[src/rtl/alu_sequencer.sv]
// Multi-cycle control unit for the 8-bit ALU datapath: fetches instructions over a
// request/valid handshake, decodes ALU controls, latches flags and resolves jumps/branches.
module alu_sequencer #(
  parameter logic [4:0] RESET_PC = 5'd0
) (
  input  logic       clk,
  input  logic       reset,
  output logic       fetch_req,
  output logic [4:0] pc_addr,
  input  logic [7:0] instr_data,
  input  logic       instr_valid,
  input  logic       alu_cout,
  input  logic       alu_zout,
  output logic [1:0] alu_sel,
  output logic [1:0] load_shift,
  output logic [7:0] imm,
  output logic       acc_we,
  output logic       carry_flag,
  output logic       zero_flag,
  output logic       halt
);

  localparam logic [1:0] S_FETCH = 2'd0;
  localparam logic [1:0] S_EXEC  = 2'd1;
  localparam logic [1:0] S_HALT  = 2'd2;

  localparam logic [2:0] OP_NOP   = 3'd0;
  localparam logic [2:0] OP_ADD   = 3'd1;
  localparam logic [2:0] OP_SUB   = 3'd2;
  localparam logic [2:0] OP_NOR   = 3'd3;
  localparam logic [2:0] OP_SHIFT = 3'd4;
  localparam logic [2:0] OP_JMP   = 3'd5;
  localparam logic [2:0] OP_JC    = 3'd6;
  localparam logic [2:0] OP_JZ    = 3'd7;

  logic [1:0] state_r;
  logic [1:0] state_nxt_s;
  logic [4:0] pc_r;
  logic [4:0] pc_nxt_s;
  logic [4:0] pc_inc_s;
  logic [7:0] ir_r;
  logic       carry_r;
  logic       zero_r;
  logic       halt_r;
  logic       flags_we_s;
  logic [2:0] op_s;
  logic [4:0] tgt_s;

  assign op_s     = ir_r[7:5];
  assign tgt_s    = ir_r[4:0];
  assign pc_inc_s = pc_r + 5'd1;

  assign fetch_req  = (state_r == S_FETCH);
  assign pc_addr    = pc_r;
  assign imm        = {3'b000, ir_r[4:0]};
  assign carry_flag = carry_r;
  assign zero_flag  = zero_r;
  assign halt       = halt_r;

  // ALU control decode; the datapath only sees a live operation during EXEC
  always_comb begin
    alu_sel    = 2'b00;
    load_shift = 2'b00;
    acc_we     = 1'b0;
    if (state_r == S_EXEC) begin
      case (op_s)
        OP_ADD:   begin alu_sel = 2'b10; acc_we = 1'b1; end
        OP_SUB:   begin alu_sel = 2'b11; acc_we = 1'b1; end
        OP_NOR:   begin alu_sel = 2'b01; acc_we = 1'b1; end
        OP_SHIFT: begin alu_sel = 2'b00; load_shift = ir_r[1:0]; acc_we = 1'b1; end
        default:  begin alu_sel = 2'b00; end
      endcase
    end else begin
      alu_sel = 2'b00;
    end
  end

  // Next-state, next-PC and flag-update selection
  always_comb begin
    state_nxt_s = state_r;
    pc_nxt_s    = pc_r;
    flags_we_s  = 1'b0;
    case (state_r)
      S_FETCH: begin
        if (instr_valid) begin
          state_nxt_s = S_EXEC;
        end else begin
          state_nxt_s = S_FETCH;
        end
      end
      S_EXEC: begin
        state_nxt_s = S_FETCH;
        pc_nxt_s    = pc_inc_s;
        case (op_s)
          OP_ADD, OP_SUB, OP_NOR, OP_SHIFT: flags_we_s = 1'b1;
          OP_JMP: begin
            // A jump to itself is the program's way of stopping
            if (tgt_s == pc_r) begin
              state_nxt_s = S_HALT;
              pc_nxt_s    = pc_r;
            end else begin
              pc_nxt_s = tgt_s;
            end
          end
          OP_JC: begin
            if (carry_r) pc_nxt_s = tgt_s;
            else         pc_nxt_s = pc_inc_s;
          end
          OP_JZ: begin
            if (zero_r) pc_nxt_s = tgt_s;
            else        pc_nxt_s = pc_inc_s;
          end
          default: pc_nxt_s = pc_inc_s;
        endcase
      end
      S_HALT:  state_nxt_s = S_HALT;
      default: state_nxt_s = S_FETCH;
    endcase
  end

  // Architectural state; reset dominates any in-flight EXEC update
  always_ff @(posedge clk) begin
    if (reset) begin
      state_r <= S_FETCH;
      pc_r    <= RESET_PC;
      ir_r    <= 8'h00;
      carry_r <= 1'b0;
      zero_r  <= 1'b0;
      halt_r  <= 1'b0;
    end else begin
      state_r <= state_nxt_s;
      pc_r    <= pc_nxt_s;
      halt_r  <= (state_nxt_s == S_HALT);
      if ((state_r == S_FETCH) && instr_valid) begin
        ir_r <= instr_data;
      end
      if (flags_we_s) begin
        carry_r <= alu_cout;
        zero_r  <= alu_zout;
      end
    end
  end

endmodule

[config.mk]
export PLATFORM = sky130hd
export DESIGN_NAME = alu_sequencer
export DESIGN_NICKNAME = d
export VERILOG_FILES = /design/src/rtl/alu_sequencer.sv
export SDC_FILE = /design/constraint.sdc
export NUM_CORES = 1
export LEC_CHECK = 0
export BUFFER_PORTS_ARGS = -buffer_cell sky130_fd_sc_hd__buf_2
export CAP_MARGIN = 20
export CORE_MARGIN = 8
export CORE_UTILIZATION = 43
export CTS_BUF_LIST = sky130_fd_sc_hd__clkbuf_16
export DETAILED_ROUTE_END_ITERATION = 10
export GPL_TIMING_DRIVEN = 0
export HOLD_SLACK_MARGIN = 0.08
export PLACE_DENSITY = 0.71
export SYNTH_ARGS = -nofsm -noshare
export SYNTH_HDL_FRONTEND = slang
export SYNTH_SLANG_ARGS = --single-unit
[constraint.sdc]
create_clock -name clk -period 2.65 [get_ports clk]
set_input_delay 0 -clock clk [delete_from_list [all_inputs] [get_ports clk]]
set_output_delay 0 -clock clk [all_outputs]
set_load 0.1 [all_outputs]
Word level (Yosys, flattened, before mapping)

Cells that the tools add are included.

Flip-flop bits (word level): 18
Latch bits: 0
Memory bits (writable): 0
Bits in read-only memories: 0
Bits of input ports: 13
Output and inout bits: 22
Word-level logic and storage cells: 37
Memories kept: 0

Add/sub/neg operators: 1
$mul: 0
Div/mod/pow operators: 0
$lt $le $gt $ge: 0
Equal/unequal tests: 12
Shift-type cells: 0
Mux-type cells: 14
Bitwise gates (word level): 0
Reductions and logical operators: 4

Operators by type and width:

| kind                                                             | count |
|---|---|
| 5-bit two-way mux                                                | 3 |
| 5-bit one-hot mux with 3 select lines                            | 1 |
| 3-bit == test (second input constant)                            | 4 |
| 2-bit one-hot mux with 3 select lines                            | 2 |
| 2-bit two-way mux                                                | 5 |
| 3-bit by 2-bit == test with 1-bit output (second input constant) | 2 |
| 5-bit by 1-bit adder with 5-bit output (second input constant)   | 1 |
| 5-bit == test                                                    | 1 |
| 2-bit == test (second input constant)                            | 2 |
| 4-bit OR reduction                                               | 1 |
| 3-bit by 1-bit == test with 1-bit output (second input constant) | 1 |
| 1-bit two-way mux                                                | 3 |
| 2-bit by 1-bit == test with 1-bit output (second input constant) | 1 |
| 2-bit zero test                                                  | 1 |
| 2-bit inequality test (second input constant)                    | 1 |
| 2-bit AND reduction                                              | 1 |
| 1-bit logical AND                                                | 1 |

Logic depth before layout (Yosys ltp)

Gate-level depths: netlist of run 1.

Depth after elaboration: 5
Mapped depth: 6
Mapped depth without buffers: 6

Least setup slack after synthesis of run 1

No wires, ideal clock.

Kind: register to output
From: reg state_r[1]
To: out alu_sel[0]
Arrival time: 2,690 ps
Data required time: 2,650 ps
Slack: -40 ps
Cell stages (with the launch flop): 3
Path through: dfxtp_1 > nand2b_1 > nor3b_1

Longest elaborated chain between the ends: 2

Ends and longest elaborated chain:

| item                                     | line | source |
|---|---|---|
| start: declaration                       | 36   | `logic [1:0] state_r;` |
| start signal: assignment                 | 131  | `state_r <= state_nxt_s;` |
| 2-bit by 1-bit == test with 1-bit output | 65   | `if (state_r == S_EXEC) begin` |
| 2-bit two-way mux                        | 65   |  |
| end: declaration                         | 14   | `output logic [1:0] alu_sel,` |

Every way passes these cells.

Final worst setup path of run 1

From: reg ir_r[5]
To: out acc_we

Longest elaborated chain between the ends: 4

Ends and longest elaborated chain:

| item                                                                   | line | source |
|---|---|---|
| start: declaration                                                     | 41   | `logic [7:0] ir_r;` |
| start signal: assignment                                               | 135  | `ir_r <= instr_data;` |
| 3-bit by 1-bit == test with 1-bit output, or another cell as far along | 66   | `case (op_s)` |
| 4-bit OR reduction (no source line) (*)                                | -    |  |
| 1-bit two-way mux (*)                                                  | 66   |  |
| 1-bit two-way mux (*)                                                  | -    |  |
| end: declaration                                                       | 17   | `output logic acc_we,` |

Every way passes the cells marked *; elsewhere a longest branch is shown, timed or not.

==> run metrics, run 1 <==
status complete, no violations; Hold WC Path Type in -> reg; Setup Skew 1.27 ps; Final ANT Viol Nets 0; Async SR Flop Fraction 0; fin nets 182; Core Area 2190 sq um; setup violators final 0; slowest stage delay, CP 420 ps; R2R cell count 6; FF+latch count, synth 18; Yosys warning total 0; initial antenna violation count 0; Worst Path Arrival 1550 ps; first-pass GRT wire length 4.04 mm; number of max-cap violations 0; Mapped Area 981 sq um; Crit Path Class reg -> out; CP startpoint ir_r[5]; Fill cells 205; top cells by area, synth dfxtp_1 37%, nand2_1 7.7%, a21oi_1 7.1%; top_reg_cell synth dfxtp_1; # rows 17; critical-path cell list nor2_1, xnor2_1, nand2_1, inv_1, buf_2; RSZ-0062 raised after global routing false; reg2reg setup slack 1120 ps; post-synth top area cell dfxtp_1; Distinct cells, synth 32; Pre-Repair DR Iteration Count 4; PwrDens 585 nW/um^2; clock sink count 18; Design Power 795 uW; via density per instance 4.98; Bufs on Longest Clock Path 2; top cells by count, synth 20 x nand2_1, 18 x dfxtp_1, 14 x a21oi_1; initial core utilization 0.448; Diodes inserted 0; DR WL/cell 12.9 um; largest net degree at the start of global routing 11; critical path's top delay family buffers and inverters; CTS tree built; Final Hold Vio Count 0; I/O pin count 35; htree depth 1; Die Area 4070 sq um; PortBufs 30; WP buf/inv 2; Worst EP required 2650 ps; vias in the first global route 930; Critical Path End acc_we; gr ovfl total 0; share of the synthesized area in the top cell type 0.367; layout cells sized above 1 0.317; critical path depth in cells 5; TNS Setup 0 ps; Tcrit/Tclk final 0.586; clock root cell clkbuf_16; slowest cell on the critical path buf_2; Iter 0 DRT Violations 26; vias 971; Mean Syn Cell Area 8.11 sq um; GP Congestion 0.791; Die Span X 63.8 um; clk_lat worst skew 250 ps; min cycle time layout 1550 ps; GRT Total Usage 0.121; Reg-to-Reg End pc_addr[1]; Crit. End Element primary output; reg-to-reg startpoint ir_r[7]; clk slew on worst S/H paths 50 ps; non-filler cells, final 195; CTS buffer count 3; highest clock rate 0.644 GHz; post-DP HPWL 1.79 mm; LEAKAGE 0.607 nW; Post-synth EDFFs 0; Die H 63.8 um; crit path max fanout 6; Storage cell area 360 sq um; routed wire length 2.51 mm; max-slew violation count 0; residual DRC count 0; P&R area growth vs syn 38.4%; footprint of the multi-input gates 543 sq um; post-synthesis sequential area ratio 0.367; post-cts repair resize count 0; Util after Layout 0.620; Synth Instances 121; Startpoint Class flop; IR drop worst, VDD 0.357 mV; placed insts 181; most frequent cell after synthesis nand2_1
==> logic make-up after synthesis <==
kind of cell               after synthesis  synth area share
xor gates and xnor gates                 7            0.0625
and+or+nand+nor                         51             0.264
other                                    1           0.00382
adders and majority gates                1            0.0128
DFF                                     18             0.367
muxes                                    6            0.0625
AOI/OAI and AO/OA                       22             0.135
buffers and inverters                   15            0.0918
==> where the power goes <==
part           total, mW  switching [mW]  internal, mW
clock              0.310           0.110         0.201
combinational      0.189           0.133        0.0552
sequential         0.296          0.0139         0.282
==> flip-flops by register name (all words and copies together) (netlist names) <==
register and flops:
carry_flag 1, halt 1, ir_r 8, pc_addr 5
state_r 2, zero_flag 1
==> how the worst min path moves through the flow <==
stage / from / end / slack, ps / cells past startpoint
after floorplan: instr_data[7] / ir_r[7] / 140 / 2
after global placement: alu_cout / carry_flag / 230 / 3
after detailed placement: alu_cout / carry_flag / 240 / 3
after CTS: reset / ir_r[1] / 140 / 2
after global routing: reset / ir_r[4] / 200 / 2
final: reset / ir_r[1] / 130 / 2
==> per-layer routing <==
layer  up-vias  wire length [um]  global-route usage
met2        40              1200               0.208
met1       448              1110               0.128
li1        481                 -                   -
met4         0                40              0.0669
met5         -                 0                   0
met3         2               152              0.0401
==> placed cells by master (no fill, tap or decap), drive strengths merged <==
cell type     n
conb          3
dlygate4sd3  10
nand2        20
and2          2
nand4         1
or2           2
clkinv        1
a21o          1
or3b          1
ha            1
a21oi        14
nor2         11
a211o         1
nor2b         2
clkbuf        5
xnor2         7
dfxtp        18
or3           1
and2b         2
buf          40
nor3b         1
mux2          1
inv           3
nand4b        2
o21ai         6
nand2b        2
nand3         3
mux2i         5
nor3          1
==> timing repair <==
item	CTS	global route
hold buffers	10	0
setup buffers	0	0
hold endpoints to repair	10	0
==> cell type report <==
class                   instances  share of cell area
well taps                      28              0.0258
flip-flops and latches         18               0.265
clock inverters                 1             0.00276
plain buffers                  12              0.0581
inverters                       3             0.00829
multi-input cells              90               0.400
clock buffers                   3              0.0553
repair buffers                 40               0.184
==> stage by stage <==
stage               cell area (sq um)  hold WS [ps]  worst slack, ps
floorplan                         993           136             90.6
global placement                 1180           229             1180
detailed placement               1180           245             1130
CTS                              1360           140             1090
global route                     1360           197              965
finish                           1360           132             1100
Power figures use the tool's default switching activity.
==> run 2, diff against run 1 <==
--- a/config.mk
+++ b/config.mk
@@ -13,7 +13,7 @@
 export DETAILED_ROUTE_END_ITERATION = 10
 export GPL_TIMING_DRIVEN = 0
 export HOLD_SLACK_MARGIN = 0.08
-export PLACE_DENSITY = 0.71
+export PLACE_DENSITY = 0.73
 export SYNTH_ARGS = -nofsm -noshare
 export SYNTH_HDL_FRONTEND = slang
 export SYNTH_SLANG_ARGS = --single-unit
==> constraint.sdc (replaced) <==
create_clock -name clk -period 1.26 [get_ports clk]
set_input_delay 0 -clock clk [delete_from_list [all_inputs] [get_ports clk]]
set_output_delay 0 -clock clk [all_outputs]
set_load 0.1 [all_outputs]
==> run metrics, run 2 (same netlist as run 1, synthesis figures left out) <==
Pre-Repair DR Iteration Count 4 (unchanged); most frequent cells in the layout 25 x buf_2, 17 x nand2_1, 14 x buf_4, 13 x a21oi_1, 10 x dlygate4sd3_1; crit path max fanout 6 (unchanged); Die Area 4070 sq um (unchanged); LEAKAGE 0.682 nW (+12%); clock sink count 18 (unchanged); # rows 17 (unchanged); commonest non-fill, non-tap cell in the layout buf_2; initial core utilization 0.448 (unchanged); clk_lat worst skew 250 ps (about the same); Die H 63.8 um (unchanged); Fill cells 139 (-32%); clock root cell clkbuf_16; status complete, but fails checks; P&R area growth vs syn 71.9%; fin nets 189 (+3.8%); IR drop worst, VDD 0.765 mV (+110%); most flop-heavy register ir_r; vias in the first global route 1,016 (+9.2%); Crit. End Element flop; CTS buffer count 3 (unchanged); Iter 0 DRT Violations 26 (unchanged); Final Hold Vio Count 0 (unchanged); Bufs on Longest Clock Path 2 (unchanged); Crit Path Class reg -> reg; Final ANT Viol Nets 0 (unchanged); PwrDens 1030 nW/um^2 (+77%); Die Span X 63.8 um (unchanged); reg-to-reg startpoint ir_r[5]; largest net degree at the start of global routing 11 (unchanged); Diodes inserted 0 (unchanged); worst slew pin tran 516 ps; PortBufs 30 (unchanged); setup violators final 11 (+11); placed cell area 1280 sq um (+8.8%); highest clock rate 0.641 GHz; Rel. slew slack 0.656; Hold WC Path Type in -> reg; routed wire length 3.10 mm (+23%); Core Area 2190 sq um (unchanged); initial antenna violation count 0 (unchanged); failing checks setup timing; max-slew violation count 0 (unchanged); clk slew on worst S/H paths 50 ps (about the same); final instance area 1690 sq um (+24%); Setup Skew 1.49 ps (+0.225 ps); critical path's top delay family simple AND/OR/NAND/NOR gates; TNS Setup -1670 ps (-1670 ps); Tcrit/Tclk final 1.24; critical-path cell list nand4b_1, buf_4, o21ai_2, or3b_1, a21o_1, a21oi_1; number of max-cap violations 0 (unchanged); CP startpoint ir_r[5]; Util after Layout 0.770 (+0.150); WP buf/inv 1 (-1); post-route setup slack -301 ps (-1400 ps); Worst Path Arrival 1720 ps (+170 ps); worst hold start instr_valid; post-DP HPWL 1.76 mm (-1.9%); Worst EP required 1420 ps (-1230 ps); max reg flops 8 (unchanged); Startpoint Class flop; slowest cell on the critical path dfxtp_4; via density per instance 5.09 (+2.2%); RSZ-0062 raised after global routing true; I/O pin count 35 (unchanged); layout cells sized above 1 0.569 (+0.252); GRT Total Usage 0.141 (+0.0198); CTS tree built; residual DRC count 0 (unchanged); min cycle time layout 1560 ps; slowest stage delay, CP 380 ps (-40 ps); DR WL/cell 15.3 um (+19%); GP Congestion 0.837 (+5.8%); htree depth 1 (unchanged); first-pass GRT wire length 4.72 mm (+17%); vias 1,028 (+5.9%); gr ovfl total 0 (unchanged)
[run 2: changes by cell type in the layout (fill, tap and decap cells not counted), moves of 4 or more]
cell / delta
buf_12: +5
buf_2: -5
buf_4: +5
dfxtp_1: -17
dfxtp_2: +8
dfxtp_4: +9
nor2_1: -4
xnor2_1: -5
xnor2_2: +5
[run 2: routing by layer]
metal	up-vias	track usage	share of wire
met1	479	0.160	0.42
met5	-	0	0
met2	33	0.234	0.50
met4	0	0.0891	0.039
met3	8	0.0314	0.039
li1	508	-	-
[run 2: per-stage QoR]
stage               worst slack, ps  hold slack [ps]  power, mW  instances
floorplan                      -206              136      0.954        123
CTS                            -176              109       1.73        200
detailed placement             -264              244       1.02        181
global route                   -351              123       1.80        202
global placement               -238              226       1.01        181
finish                         -301             99.8       1.74        202
[run 2: worst register-to-register path: cells and delay by family, from the launching register on]
kind	cells	cell delay, ps
AND/OR/NAND/NOR	2	550
AO/OA/AOI/OAI	3	390
flip-flops	1	380
buffers and inverters	1	150
[run 2: final timing paths]
check	endpoint	slack, ps	depth (start not counted)
setup / recovery	pc_addr[2]	-300	6
hold / removal	state_r[0]	100	3
setup reg to reg	pc_addr[2]	-300	6
hold reg to reg	ir_r[2]	500	2
[run 2: what timing repair did]
item | CTS | global route
buffers inserted | 3 | 3
pin swaps | 7 | 11
endpoints found under the setup margin | 14 | 14
resized for setup | 36 | 13
endpoints found under the hold margin | 10 | 0
hold buffers | 10 | 0
gates cloned | 2 | 0
[run 2: layout make-up]
class	count	area, sq um	area share
multi-input cells	92	702	0.416
flip-flops and latches	18	404	0.240
repair buffers	46	370	0.220
plain buffers	11	81.3	0.0482
clock buffers	3	75.1	0.0445
well taps	28	35.0	0.0208
inverters	3	15.0	0.00890
clock inverters	1	3.75	0.00223
[run 2: report_power, final]
part | switching (mW) | internal (mW) | total, mW
Combinational | 0.315 | 0.160 | 0.474
Sequential | 0.0405 | 0.583 | 0.624
Clock | 0.224 | 0.422 | 0.647
Total | 0.580 | 1.17 | 1.74
